### config.mk
export PLATFORM = sky130hd
export DESIGN_NAME = hsstlp_lane_rst_seq
export DESIGN_NICKNAME = d
export VERILOG_FILES = /design/src/rtl/hsstlp_rst_pkg.sv /design/src/rtl/hsstlp_lane_rst_seq.sv
export SDC_FILE = /design/constraint.sdc
export NUM_CORES = 1
export LEC_CHECK = 0
export ABC_AREA = 0
export CAP_MARGIN = 40
export CORE_ASPECT_RATIO = 1.25
export CORE_MARGIN = 10
export CORE_UTILIZATION = 45
export CTS_BUF_LIST = sky130_fd_sc_hd__clkbuf_4
export DETAILED_ROUTE_END_ITERATION = 8
export PLACE_DENSITY = 0.71
export SLEW_MARGIN = 10
export SYNTH_ARGS = -nofsm -noshare
export SYNTH_HDL_FRONTEND = slang
export SYNTH_SLANG_ARGS = --single-unit
### constraint.sdc
create_clock -name clk -period 2.25 [get_ports clk]
set_input_delay 0.225 -clock clk [delete_from_list [all_inputs] [get_ports clk]]
set_output_delay 0.225 -clock clk [all_outputs]
set_load 0.02 [all_outputs]
### src/rtl/hsstlp_rst_pkg.sv
// Shared definitions for the HSSTLP lane reset sequencer: state encodings,
// default timing parameters and the per-state output map.
package hsstlp_rst_pkg;

    typedef enum logic [2:0] {
        RST_PLL   = 3'd0,
        WAIT_LOCK = 3'd1,
        RLS_PD    = 3'd2,
        RLS_LANE  = 3'd3,
        WAIT_CDR  = 3'd4,
        RLS_PCS   = 3'd5,
        DONE      = 3'd6
    } state_e;

    localparam int unsigned CNT_WIDTH_DEF    = 16;
    localparam logic [15:0] PLL_RST_CNT_DEF  = 16'd640;
    localparam logic [15:0] STEP_CNT_DEF     = 16'd32;
    localparam logic [15:0] LOCK_TIMEOUT_DEF = 16'hFFFF;

    typedef struct packed {
        logic pll_rst;
        logic lane_pd;
        logic lane_rst;
        logic pcs_rst;
        logic ready;
    } rst_out_t;

    // Moore output map; anything unexpected looks like RST_PLL.
    function automatic rst_out_t state_outputs(input state_e s);
        rst_out_t o;
        case (s)
            WAIT_LOCK: o = 5'b01110;
            RLS_PD:    o = 5'b00110;
            RLS_LANE:  o = 5'b00010;
            WAIT_CDR:  o = 5'b00010;
            RLS_PCS:   o = 5'b00000;
            DONE:      o = 5'b00001;
            default:   o = 5'b11110;
        endcase
        return o;
    endfunction

endpackage

### src/rtl/hsstlp_lane_rst_seq.sv
// Lane reset sequencer: walks PLL reset, powerdown, PMA reset and PCS reset
// release against PLL/CDR lock, with lock-wait timeouts and loss recovery.
module hsstlp_lane_rst_seq
    import hsstlp_rst_pkg::*;
#(
    parameter int                   CNT_WIDTH    = CNT_WIDTH_DEF,
    parameter logic [CNT_WIDTH-1:0] PLL_RST_CNT  = CNT_WIDTH'(PLL_RST_CNT_DEF),
    parameter logic [CNT_WIDTH-1:0] STEP_CNT     = CNT_WIDTH'(STEP_CNT_DEF),
    parameter logic [CNT_WIDTH-1:0] LOCK_TIMEOUT = CNT_WIDTH'(LOCK_TIMEOUT_DEF)
) (
    input  logic       clk,
    input  logic       rst_n,
    input  logic       soft_rst,
    input  logic       pll_lock_deb,
    input  logic       cdr_lock_deb,
    output logic       pll_rst,
    output logic       lane_pd,
    output logic       lane_rst,
    output logic       pcs_rst,
    output logic       ready,
    output logic [2:0] fsm_state,
    output logic [3:0] timeout_cnt
);

    localparam logic [CNT_WIDTH-1:0] ONE       = CNT_WIDTH'(1);
    localparam logic [CNT_WIDTH-1:0] PLL_LAST  = PLL_RST_CNT - ONE;
    localparam logic [CNT_WIDTH-1:0] STEP_LAST = STEP_CNT - ONE;

    state_e               state_q, state_nx;
    logic [CNT_WIDTH-1:0] timer_q;
    logic [3:0]           tmo_cnt_q;
    logic                 tmo_hit;
    rst_out_t             out_q;

    function automatic logic [CNT_WIDTH-1:0] timer_sat_inc(input logic [CNT_WIDTH-1:0] t);
        return (t == '1) ? t : t + ONE;
    endfunction

    function automatic logic [3:0] tmo_sat_inc(input logic [3:0] c);
        return (c == 4'd15) ? c : c + 4'd1;
    endfunction

    // Loss and restart conditions pre-empt the per-state advance rules.
    always_comb begin
        state_nx = state_q;
        tmo_hit  = 1'b0;
        if (soft_rst) begin
            state_nx = RST_PLL;
        end else if (!pll_lock_deb && state_q != RST_PLL && state_q != WAIT_LOCK) begin
            state_nx = RST_PLL;
        end else if (!cdr_lock_deb && (state_q == RLS_PCS || state_q == DONE)) begin
            state_nx = WAIT_CDR;
        end else begin
            case (state_q)
                RST_PLL:   if (timer_q == PLL_LAST) state_nx = WAIT_LOCK;
                WAIT_LOCK: begin
                    if (pll_lock_deb) begin
                        state_nx = RLS_PD;
                    end else if (timer_q == LOCK_TIMEOUT) begin
                        state_nx = RST_PLL;
                        tmo_hit  = 1'b1;
                    end
                end
                RLS_PD:    if (timer_q == STEP_LAST) state_nx = RLS_LANE;
                RLS_LANE:  if (timer_q == STEP_LAST) state_nx = WAIT_CDR;
                WAIT_CDR: begin
                    if (cdr_lock_deb) begin
                        state_nx = RLS_PCS;
                    end else if (timer_q == LOCK_TIMEOUT) begin
                        state_nx = RLS_PD;
                        tmo_hit  = 1'b1;
                    end
                end
                RLS_PCS:   if (timer_q == STEP_LAST) state_nx = DONE;
                DONE:      state_nx = DONE;
                default:   state_nx = RST_PLL;
            endcase
        end
    end

    // Outputs are registered from the next state so they move with fsm_state.
    always_ff @(posedge clk or negedge rst_n) begin
        if (!rst_n) begin
            state_q   <= RST_PLL;
            timer_q   <= '0;
            tmo_cnt_q <= 4'd0;
            out_q     <= state_outputs(RST_PLL);
        end else begin
            state_q <= state_nx;
            timer_q <= (state_nx != state_q || soft_rst) ? '0 : timer_sat_inc(timer_q);
            if (tmo_hit) tmo_cnt_q <= tmo_sat_inc(tmo_cnt_q);
            out_q   <= state_outputs(state_nx);
        end
    end

    assign pll_rst     = out_q.pll_rst;
    assign lane_pd     = out_q.lane_pd;
    assign lane_rst    = out_q.lane_rst;
    assign pcs_rst     = out_q.pcs_rst;
    assign ready       = out_q.ready;
    assign fsm_state   = state_q;
    assign timeout_cnt = tmo_cnt_q;

endmodule

==> reports/metrics.yaml <==
critical_path:
  path_class: "register to register"
  cp-start-kind: "register"
  required_ns: 2.49
  end_kind: "register"
  crit_chain: "ha_4, nand3_4, or4_4, buf_8, nor4_4, nor3_2, nand3_2, clkbuf_16, nor2_1"
  critPathMaxFanout: 8
  slowest_delay_ns: 0.53
  cpMaxStageDelayCell: "or4_4"
  cp.arrival_ns: 2.50
floorplan:
  start_util: 0.466
  die_x_microns: 73.5
  dieArea_sq_um: 6380
  io_pins: 17
  num_rows: 24
  core_area_sq_um: 3450
  chipHeight_microns: 86.8
logic_synthesis:
  synth_compound_area_frac: 0.114
  syn_nets: 185
  synth_top_family_by_area: "simple AND/OR/NAND/NOR gates"
  syn_area_per_cell_sq_um: 9.03
  synth-simple-area-share: 0.312
  synthMuxAreaShare: 0.0202
  yosysWarnings: 0
  ys_types: 44
  ys_ff_latch: 28
  async_flop_share: 1.00
  synthFlopType: "dfrtp_1"
  synth_top_cell_by_area: "dfrtp_1"
  seq_area_frac_synth: 0.439
  mappedNetlistArea_sq_um: 1610
  ys_top_cells_by_area: "dfrtp_1 (37%), nor2_1 (7.0%), dfstp_2 (6.5%)"
  synth_xor_area_frac: 0.0654
  synth-adder-area-share: 0.0156
  syn_inst: 178
  synth_top_cell_area_share: 0.374
  synth_edf_count: 0
clock_network:
  insertion_delay_ns: 0.34
  tritoncts: "yes"
  clock_path_buffers: 2
  cts_made_buffers: 3
  clk_pin_slew_worst_paths_ns: 0.14
  hold_buffers: 0
  cts_root_buffer: "clkbuf_4"
  cts-htree-levels: 1
  cts_sinks: 28
timing:
  clock.fmax_mhz: 443
  rsz0062_at_grt: "yes"
  fin_crit_sh: 1.00
  period_needed_ns: 2.26
  slew_violations: 0
  holdWs_ns: 0.241
  setup_viol: 7
  skew_ns: 0.00529
  finalWorstSetupSlack_ns: -0.00822
  slew_headroom: 0.737
  finalHoldViolCount: 0
  worstMarginPinSlew_ns: 0.390
detailed_routing:
  dr.first_iter.drc_count: 115
  wl_microns: 4370
  viasPerCell: 5.95
  antenna_left: 0
  vias: 1528
  firstDrtPassIters: 4
  wl_per_cell_microns: 17.0
  drc_errors: 0
power_and_ir_drop:
  ir_worst_vdd_uv: 350
  p_leak_nw: 0.886
  power_density_nw_per_um2: 371
  total_power_uw: 800
finish:
  layout_common_cells: "nor2_1 (30), buf_4 (25), dfrtp_1 (17)"
  diodes: 0
  layout-drive-gt1-share: 0.275
  stdcell_area_sq_um: 2160
  fin_util: 0.625
  fin_cells: 257
  layout_commonest_cell: "nor2_1"
  area_growth_pct: 34.2
  fin_nets: 226
grt:
  grt_overflow: 0
  grt_pass1_vias: 1465
  grt_start_max_net_pins: 29
  grtUsageTotal: 0.126
  antenna_found_initial: 0
  grt_pass1_wl_microns: 6600
run:
  drv_cap: 0
placement:
  place_area_sq_um: 1920
  post-place-cells: 241
  place_hpwl_microns: 2870
  port-buffer-count: 16
  place_congestion: 0.912
outcome:
  status: "finished with violations"
  violations: "negative setup slack"
worst_hold_path:
  hold_path.class: "primary input to asynchronous set/reset pin"
[timing repair]
| action | in CTS | in global routing |
|---|---|---|
| resized for setup | 1 | 22 |
| gates cloned | 0 | 1 |
| buffers inserted | 0 | 11 |
| setup endpoints to repair | 3 | 25 |
| pin swaps | 1 | 10 |
| hold endpoints to repair | 0 | 0 |
[through the flow]
step | setup slack (ns) | setup TNS (ns)
global route | -0.0704 | -1.01
detailed placement | 0.00484 | 0
finish | -0.00822 | -0.0286
CTS | 0.00762 | 0
global placement | 0.0958 | 0
floorplan | -0.00225 | -0.00225
[worst max-delay path: cells and delay by family, from the launching register on]
| family | cells | cell delay [ns] |
|---|---|---|
| DFF | 1 | 0.44 |
| adders and majority gates | 1 | 0.19 |
| and+or+nand+nor | 6 | 1.21 |
| buffers and inverters | 2 | 0.33 |
[cells by family after synthesis]
| logic type | count (synthesis) |
|---|---|
| AND/OR/NAND/NOR | 92 |
| AO/OA/AOI/OAI | 31 |
| flip-flops | 28 |
| XOR/XNOR | 12 |
| buffers and inverters | 10 |
| multiplexers | 3 |
| adder cells (fa/ha/maj) | 2 |
[area by class of cell]
type	count	area, sq um
clock buffer	3	22.5
clock inverter	1	3.75
fill	267	1290
inverter	2	7.51
multi-input combinational	140	953
sequential	28	714
tap	39	48.8
timing repair buffer	44	408
[synthesized netlist by cell type, drive strengths merged, types with 2 or more instances]
| library cell | n |
|---|---|
| ha | 2 |
| nor4 | 7 |
| o21bai | 2 |
| nor3 | 8 |
| dfrtp | 24 |
| a21oi | 16 |
| buf | 5 |
| nand2b | 4 |
| nor2 | 30 |
| xnor2 | 5 |
| nor2b | 2 |
| nand2 | 12 |
| nor4b | 2 |
| dfstp | 4 |
| and2 | 4 |
| nand3 | 7 |
| mux2 | 2 |
| clkbuf | 3 |
| o21ai | 4 |
| xor2 | 7 |
| inv | 2 |
| a211oi | 4 |
| nand4 | 8 |
[state kept, by name, summed over array words and instances, names as in the netlist]
name,flops
lane_rst,1
fsm_state,3
timer_q,16
pll_rst,1
ready,1
lane_pd,1
timeout_cnt,4
pcs_rst,1
[where the power goes]
part           switching, mW  internal (mW)  total, mW
clock network          0.147         0.0654      0.212
logic                 0.0384         0.0351     0.0736
registers            0.00671          0.508      0.515
total                  0.192          0.609      0.800
[worst paths after layout]
check,depth (start not counted),slack (ns),startpoint,end
worst max-delay path,9,-0.008,timer_q[0],timer_q[0]
worst min-delay path,2,0.24,rst_n,timer_q[1]
worst max register to register,9,-0.008,timer_q[0],timer_q[0]
worst min register to register,1,0.55,timer_q[3],timer_q[3]
max in group asynchronous,2,1.71,rst_n,pll_rst
min in group clk,1,0.55,timer_q[3],timer_q[3]
[routing by layer]
| metal | vias to the layer above | wire length [microns] | GRT usage |
|---|---|---|---|
| li1 | 723 | - | - |
| met1 | 757 | 1750 | 0.143 |
| met2 | 41 | 2300 | 0.213 |
| met3 | 7 | 216 | 0.0320 |
| met4 | 0 | 99 | 0.0594 |
| met5 | - | 0 | 0 |
(Power assumes the default switching activity.)
